### src/rtl/cascade_result_reader.sv
// Per-channel result bank behind computing_cascade: captures result beats and drains them
// round-robin over a valid/ready stream. Results overwritten before they are read are counted.
module cascade_result_reader #(
  parameter  int CHANELS   = 4,
  parameter  int PH_WIDTH  = 32,
  parameter  int AC_WIDTH  = 32,
  parameter  int CNT_WIDTH = 16,
  localparam int AW        = $clog2(CHANELS)
) (
  input  logic                       clk,
  input  logic                       rst,
  input  logic                       i_vld,
  input  logic signed [PH_WIDTH-1:0] ph,
  input  logic        [AC_WIDTH-1:0] ac,
  input  logic        [AW-1:0]       address_output,
  output logic                       o_vld,
  input  logic                       o_rdy,
  output logic        [AW-1:0]       o_chan,
  output logic signed [PH_WIDTH-1:0] o_ph,
  output logic        [AC_WIDTH-1:0] o_ac,
  output logic        [CHANELS-1:0]  ovr_flags,
  output logic        [CNT_WIDTH-1:0] ovr_cnt,
  input  logic                       clear_ovr
);

  logic signed [PH_WIDTH-1:0]  bank_ph_q [CHANELS];
  logic        [AC_WIDTH-1:0]  bank_ac_q [CHANELS];
  logic        [CHANELS-1:0]   pending_q,    pending_d;
  logic        [AW-1:0]        last_grant_q, last_grant_d;
  logic                        o_vld_q,      o_vld_d;
  logic        [AW-1:0]        o_chan_q,     o_chan_d;
  logic signed [PH_WIDTH-1:0]  o_ph_q,       o_ph_d;
  logic        [AC_WIDTH-1:0]  o_ac_q,       o_ac_d;
  logic        [CHANELS-1:0]   ovr_flags_q,  ovr_flags_d;
  logic        [CNT_WIDTH-1:0] ovr_cnt_q,    ovr_cnt_d;

  logic          grant_found_s;
  logic [AW-1:0] grant_s;
  logic [AW-1:0] cand_s;
  logic          free_s;
  logic          load_s;
  logic          wr_s;
  logic          overrun_s;

  // Round-robin search: first pending channel strictly after the last grant, wrapping.
  always_comb begin
    grant_found_s = 1'b0;
    grant_s       = {AW{1'b0}};
    cand_s        = {AW{1'b0}};
    for (int i = 1; i <= CHANELS; i++) begin
      cand_s = AW'((int'(last_grant_q) + i) % CHANELS);
      if (!grant_found_s && pending_q[cand_s]) begin
        grant_found_s = 1'b1;
        grant_s       = cand_s;
      end else begin
        grant_found_s = grant_found_s;
      end
    end
  end

  // Load/write qualifiers; a write to the channel being granted this edge is a collision, not an overrun.
  always_comb begin
    free_s    = !o_vld_q || o_rdy;
    load_s    = free_s && grant_found_s;
    wr_s      = i_vld && (int'(address_output) < CHANELS);
    overrun_s = wr_s && pending_q[address_output] && !(load_s && (grant_s == address_output));
  end

  // Next-state for pending set, output register and overrun bookkeeping.
  always_comb begin
    pending_d    = pending_q;
    last_grant_d = last_grant_q;
    o_vld_d      = o_vld_q;
    o_chan_d     = o_chan_q;
    o_ph_d       = o_ph_q;
    o_ac_d       = o_ac_q;
    ovr_flags_d  = ovr_flags_q;
    ovr_cnt_d    = ovr_cnt_q;

    if (free_s) begin
      if (grant_found_s) begin
        o_vld_d            = 1'b1;
        o_chan_d           = grant_s;
        o_ph_d             = bank_ph_q[grant_s];
        o_ac_d             = bank_ac_q[grant_s];
        pending_d[grant_s] = 1'b0;
        last_grant_d       = grant_s;
      end else begin
        o_vld_d = 1'b0;
      end
    end else begin
      o_vld_d = o_vld_q;
    end

    // Set after the grant clear so a colliding write keeps the channel pending.
    if (wr_s) begin
      pending_d[address_output] = 1'b1;
    end else begin
      pending_d = pending_d;
    end

    if (clear_ovr) begin
      ovr_flags_d = {CHANELS{1'b0}};
      ovr_cnt_d   = {CNT_WIDTH{1'b0}};
    end else begin
      ovr_cnt_d = ovr_cnt_d;
    end

    if (overrun_s) begin
      ovr_flags_d[address_output] = 1'b1;
      if (ovr_cnt_d != {CNT_WIDTH{1'b1}}) begin
        ovr_cnt_d = ovr_cnt_d + CNT_WIDTH'(1);
      end else begin
        ovr_cnt_d = ovr_cnt_d;
      end
    end else begin
      ovr_flags_d = ovr_flags_d;
    end
  end

  // State registers and bank storage.
  always_ff @(posedge clk) begin
    if (rst) begin
      pending_q    <= {CHANELS{1'b0}};
      last_grant_q <= AW'(CHANELS - 1);
      o_vld_q      <= 1'b0;
      o_chan_q     <= {AW{1'b0}};
      o_ph_q       <= {PH_WIDTH{1'b0}};
      o_ac_q       <= {AC_WIDTH{1'b0}};
      ovr_flags_q  <= {CHANELS{1'b0}};
      ovr_cnt_q    <= {CNT_WIDTH{1'b0}};
      for (int i = 0; i < CHANELS; i++) begin
        bank_ph_q[i] <= {PH_WIDTH{1'b0}};
        bank_ac_q[i] <= {AC_WIDTH{1'b0}};
      end
    end else begin
      pending_q    <= pending_d;
      last_grant_q <= last_grant_d;
      o_vld_q      <= o_vld_d;
      o_chan_q     <= o_chan_d;
      o_ph_q       <= o_ph_d;
      o_ac_q       <= o_ac_d;
      ovr_flags_q  <= ovr_flags_d;
      ovr_cnt_q    <= ovr_cnt_d;
      if (wr_s) begin
        bank_ph_q[address_output] <= ph;
        bank_ac_q[address_output] <= ac;
      end
    end
  end

  assign o_vld     = o_vld_q;
  assign o_chan    = o_chan_q;
  assign o_ph      = o_ph_q;
  assign o_ac      = o_ac_q;
  assign ovr_flags = ovr_flags_q;
  assign ovr_cnt   = ovr_cnt_q;

endmodule
### config.mk
export PLATFORM = sky130hd
export DESIGN_NAME = cascade_result_reader
export DESIGN_NICKNAME = d
export VERILOG_FILES = /design/src/rtl/cascade_result_reader.sv
export SDC_FILE = /design/constraint.sdc
export NUM_CORES = 1
export LEC_CHECK = 0
export CORE_ASPECT_RATIO = 1.2
export CORE_MARGIN = 2
export CORE_UTILIZATION = 38
export CTS_CLUSTER_DIAMETER = 60
export CTS_CLUSTER_SIZE = 40
export DETAILED_ROUTE_END_ITERATION = 10
export GPL_TIMING_DRIVEN = 0
export PLACE_DENSITY = 0.67
export RECOVER_POWER = 50
export SLEW_MARGIN = 20
export SYNTH_ARGS = -nofsm -noshare
export SYNTH_HDL_FRONTEND = slang
export SYNTH_SLANG_ARGS = --single-unit
### constraint.sdc
create_clock -name clk -period 3.8 [get_ports clk]
set_input_delay 0.38 -clock clk [delete_from_list [all_inputs] [get_ports clk]]
set_output_delay 0.38 -clock clk [all_outputs]
set_load 0.01 [all_outputs]
==> flow_summary_export.csv <==
group,metric,value,unit
status,run_status,"complete, no violations",
placement,postPlaceCellArea,17060,sq um
cts,clock-sinks,349,
synth,synth_cell_types,49,
detailed_routing,drt_initial_violations,697,
cts,cts_repair_resize_count,0,
die,start_util,38.35,%
worst_setup_path,worst_reg2reg_path_depth,7,
synth,synth-async-reset-ratio,0,%
synth,ys_seq_area_share,64.60,%
cells_and_area,number_of_filler_cells_placed_in_the_layout,3537,
worst_setup_path,crit-reg2reg-capture,"ovr_flags[3]$_SDFF_PP0_",
power,p_per_area,490.1,nW/um^2
cts,clock_insertion_delay_worst_skew,0.57,ns
cells_and_area,fin_nets,1571,
detailed_routing,drc,0,
cts,count_of_hold_fix_buffers_inserted_at_cts,0,
timing,max_slew_violation_total_from_the_final_report,0,
die,floorplan.core_area,38550,sq um
worst_setup_path,regToRegSetupSlack,0.77,ns
worst_setup_path,critPathArrivalTime,3.47,ns
detailed_routing,viasPerCell,5.274,
job,max_cap_violations,0,
global_routing,globalRoute.totalOverflow,0,
die,dieArea,40500,sq um
timing,slew_headroom,18.68,%
cells_and_area,drive_gt1_share,5.402,%
synth,synth.net_count,1385,
synth,synth.top_cells.by_count,"256 x sky130_fd_sc_hd__edfxtp_1, 207 x sky130_fd_sc_hd__nor2_1, 146 x sky130_fd_sc_hd__nand2_1",
global_routing,grt_first_pass_wirelength,60420,microns
timing,measured_slew_at_the_worst_slew_check_pin,1.205,ns
cells_and_area,layout.core_utilization,46.39,%
die,pin_count,158,
cells_and_area,area.growth.synth_to_final,20.97,%
synth,yosys_warnings,0,
worst_setup_path,cp-end-kind,"register",
detailed_routing,route.antenna.remaining_nets,0,
synth,yosysTopAreaCellShare,52.00,%
worst_setup_path,crit_path_category,"in2reg",
global_routing,track_usage,19.44,%
detailed_routing,drt_pass1_iterations,7,
detailed_routing,drt_wl_total,39500,microns
worst_setup_path,cp.required,4.04,ns
synth,yosysMostFrequentCell,"sky130_fd_sc_hd__edfxtp_1",
hold_path,startpoint_of_the_tightest_hold_check_path,"i_vld",
timing,timing_hold_violations_final,0,
timing,period_needed,3.222,ns
hold_path,hold-path-cell-count,3,
cts,cts_buffers,25,
worst_setup_path,timing.critical_path.fanout_max,43,
synth,syn-cell-area,14780,sq um
synth,ys_dominant_reg_cell,"sky130_fd_sc_hd__edfxtp_1",
cts,clockRootBuffer,"sky130_fd_sc_hd__clkbuf_16",
worst_setup_path,cp_slowest_stage_delay,1.04,ns
worst_setup_path,worst_setup_path_startpoint,"rst",
worst_setup_path,crit_path_start_kind,"primary input",
cells_and_area,insertedDiodeCount,0,
global_routing,largest_net_degree_at_the_start_of_global_routing,44,
timing,max_clock_freq,310.3,MHz
cts,path_clk_slew,0.08,ns
cts,cts.repair_timing.setup_buffer_count,0,
power,max-vdd-ir-drop,0.0003082,V
placement,dp_hpwl,26050,microns
worst_setup_path,crit_path_frequent_cell,"sky130_fd_sc_hd__clkbuf_1",
die,placement_rows,79,
timing,unrepaired_setup_endpoints_after_global_routing,"no",
synth,yosysTopAreaCell,"sky130_fd_sc_hd__edfxtp_1",
synth,yosys-top-cells-area,"sky130_fd_sc_hd__edfxtp_1 52%, sky130_fd_sc_hd__dfxtp_1 13%, sky130_fd_sc_hd__nor2_1 5.3%, sky130_fd_sc_hd__mux2i_1 4.5%, sky130_fd_sc_hd__a22o_1 3.8%",
cells_and_area,final_area,17880,sq um
worst_setup_path,cpMaxStageDelayCell,"sky130_fd_sc_hd__dlygate4sd3_1",
hold_path,hold_class,"in2reg",
placement,port_buffers,155,
die,floorplan.die.width,184.1,microns
detailed_routing,wl_per_cell,19.71,microns
worst_setup_path,critical_path.cell_chain,"dlygate4sd3_1 -> clkbuf_1 -> clkbuf_1 -> nand2b_2 -> buf_16",
timing,timing.final.crit_share,84.80,%
detailed_routing,vias,10570,
synth,avgSynthCellArea,11.26,sq um
cts,cts_tree,"built",
global_routing,grt_antenna_before_repair,1,
worst_setup_path,r2r-start,"pending_q[0]$_SDFF_PP0_",
synth,ys_seq_elements,349,
timing,final-setup-viol-count,0,
hold_path,hold_end,"ovr_flags[1]$_SDFF_PP0_",
power,p_leak,7.119,nW
placement,place_congestion,0.8435,
synth,synth_enable_flop_cells,256,
synth,synthesis.instances,1313,
cts,cts_max_path_buffers,3,
timing,fin_worst_skew,0.01458,ns
die,die_height,220.1,microns
cts,cts_max_level,1,
global_routing,number_of_global_route_vias_before_repair,10640,
## power breakdown
part / internal [W] / leakage [nW] / switching [W]
Combinational: 0.000570 / 3.43 / 0.000816
Sequential: 0.00441 / 3.28 / 0.000115
Clock: 0.00136 / 0.414 / 0.00149
## through the flow
stage	TNS (ns)	setup slack (ns)	std cells	hold WS, ns	power, W
4_1_cts	0	0.7585	2004	0.2480	0.008852
6_report	0	0.5776	2004	0.2833	0.008765
2_1_floorplan	0	0.8778	1313	0.4802	0.005407
3_5_place_dp	0	0.2072	1958	0.4731	0.006047
5_1_grt	0	0.4730	2004	0.3181	0.009075
3_3_place_gp	-475.99	-1.932	1954	0.4717	0.006025
## worst max-delay path, delay by kind of cell
kind / cells / cell delay (ns)
and+or+nand+nor: 1 / 0.71
buffers and inverters: 4 / 2.34
## worst max path at each step
stage                                     to  slack [ns]  depth (start not counted)
2_1_floorplan  bank_ac_q[0][0]$_SDFFCE_PN0P_        0.88                          3
3_3_place_gp   bank_ac_q[0][6]$_SDFFCE_PN0P_       -1.93                          4
3_5_place_dp       bank_ac_q[3][6]$_DFFE_PP_        0.21                          5
4_1_cts            bank_ac_q[3][4]$_DFFE_PP_        0.76                          5
5_1_grt        bank_ac_q[1][3]$_SDFFCE_PN0P_        0.47                          5
6_report       bank_ac_q[1][9]$_SDFFCE_PN0P_        0.58                          5
## cell usage in the layout (no fill, tap or decap), types with 64 or more instances in the layout
cell type | Yosys | layout
sky130_fd_sc_hd__dlygate4sd3_1 | 0 | 89
sky130_fd_sc_hd__a22o_1 | 64 | 64
sky130_fd_sc_hd__nor2_1 | 207 | 207
sky130_fd_sc_hd__clkdlybuf4s50_1 | 0 | 66
sky130_fd_sc_hd__a21oi_1 | 82 | 82
sky130_fd_sc_hd__edfxtp_1 | 256 | 256
sky130_fd_sc_hd__nand2b_1 | 72 | 68
sky130_fd_sc_hd__clkbuf_1 | 54 | 64
sky130_fd_sc_hd__dfxtp_1 | 93 | 93
sky130_fd_sc_hd__nand2_1 | 146 | 146
sky130_fd_sc_hd__mux2i_1 | 67 | 67
sky130_fd_sc_hd__o22ai_1 | 64 | 64
sky130_fd_sc_hd__inv_1 | 69 | 69
## area by class of cell
class                      instances  area, sq um  share of cell area [%]
buffer                            94        401.6                   2.246
clock buffer                      26        629.4                   3.519
clock inverter                    20        226.5                   1.266
inverter                          69        259.0                   1.448
multi-input combinational        801         4571                   25.56
sequential                       349         9549                   53.40
tap                              486        608.1                   3.400
timing repair buffer             159         1639                   9.165
## metal layers
metal	track usage (%)	vias to the layer above	share of wire, %
li1	-	4985	-
met1	24.64	5181	42
met2	33.96	334	50
met3	2.661	67	5.4
met4	6.933	2	2.5
met5	0	-	0.033
## state kept, by name, summed over array words and instances (netlist names)
register,flops
bank_ph_q,128
o_vld,1
o_ph,32
ovr_cnt,16
last_grant_q,2
bank_ac_q,128
pending_q,4
o_chan,2
o_ac,32
ovr_flags,4
## cell families after synthesis
family	synth area share, %
DFF	64.60
and+or+nand+nor	14.59
AOI/OAI and AO/OA	11.06
adders and majority gates	0.08462
xor gates and xnor gates	0.4063
muxes	4.765
buffers and inverters	4.494
Power figures use the tool's default switching activity.
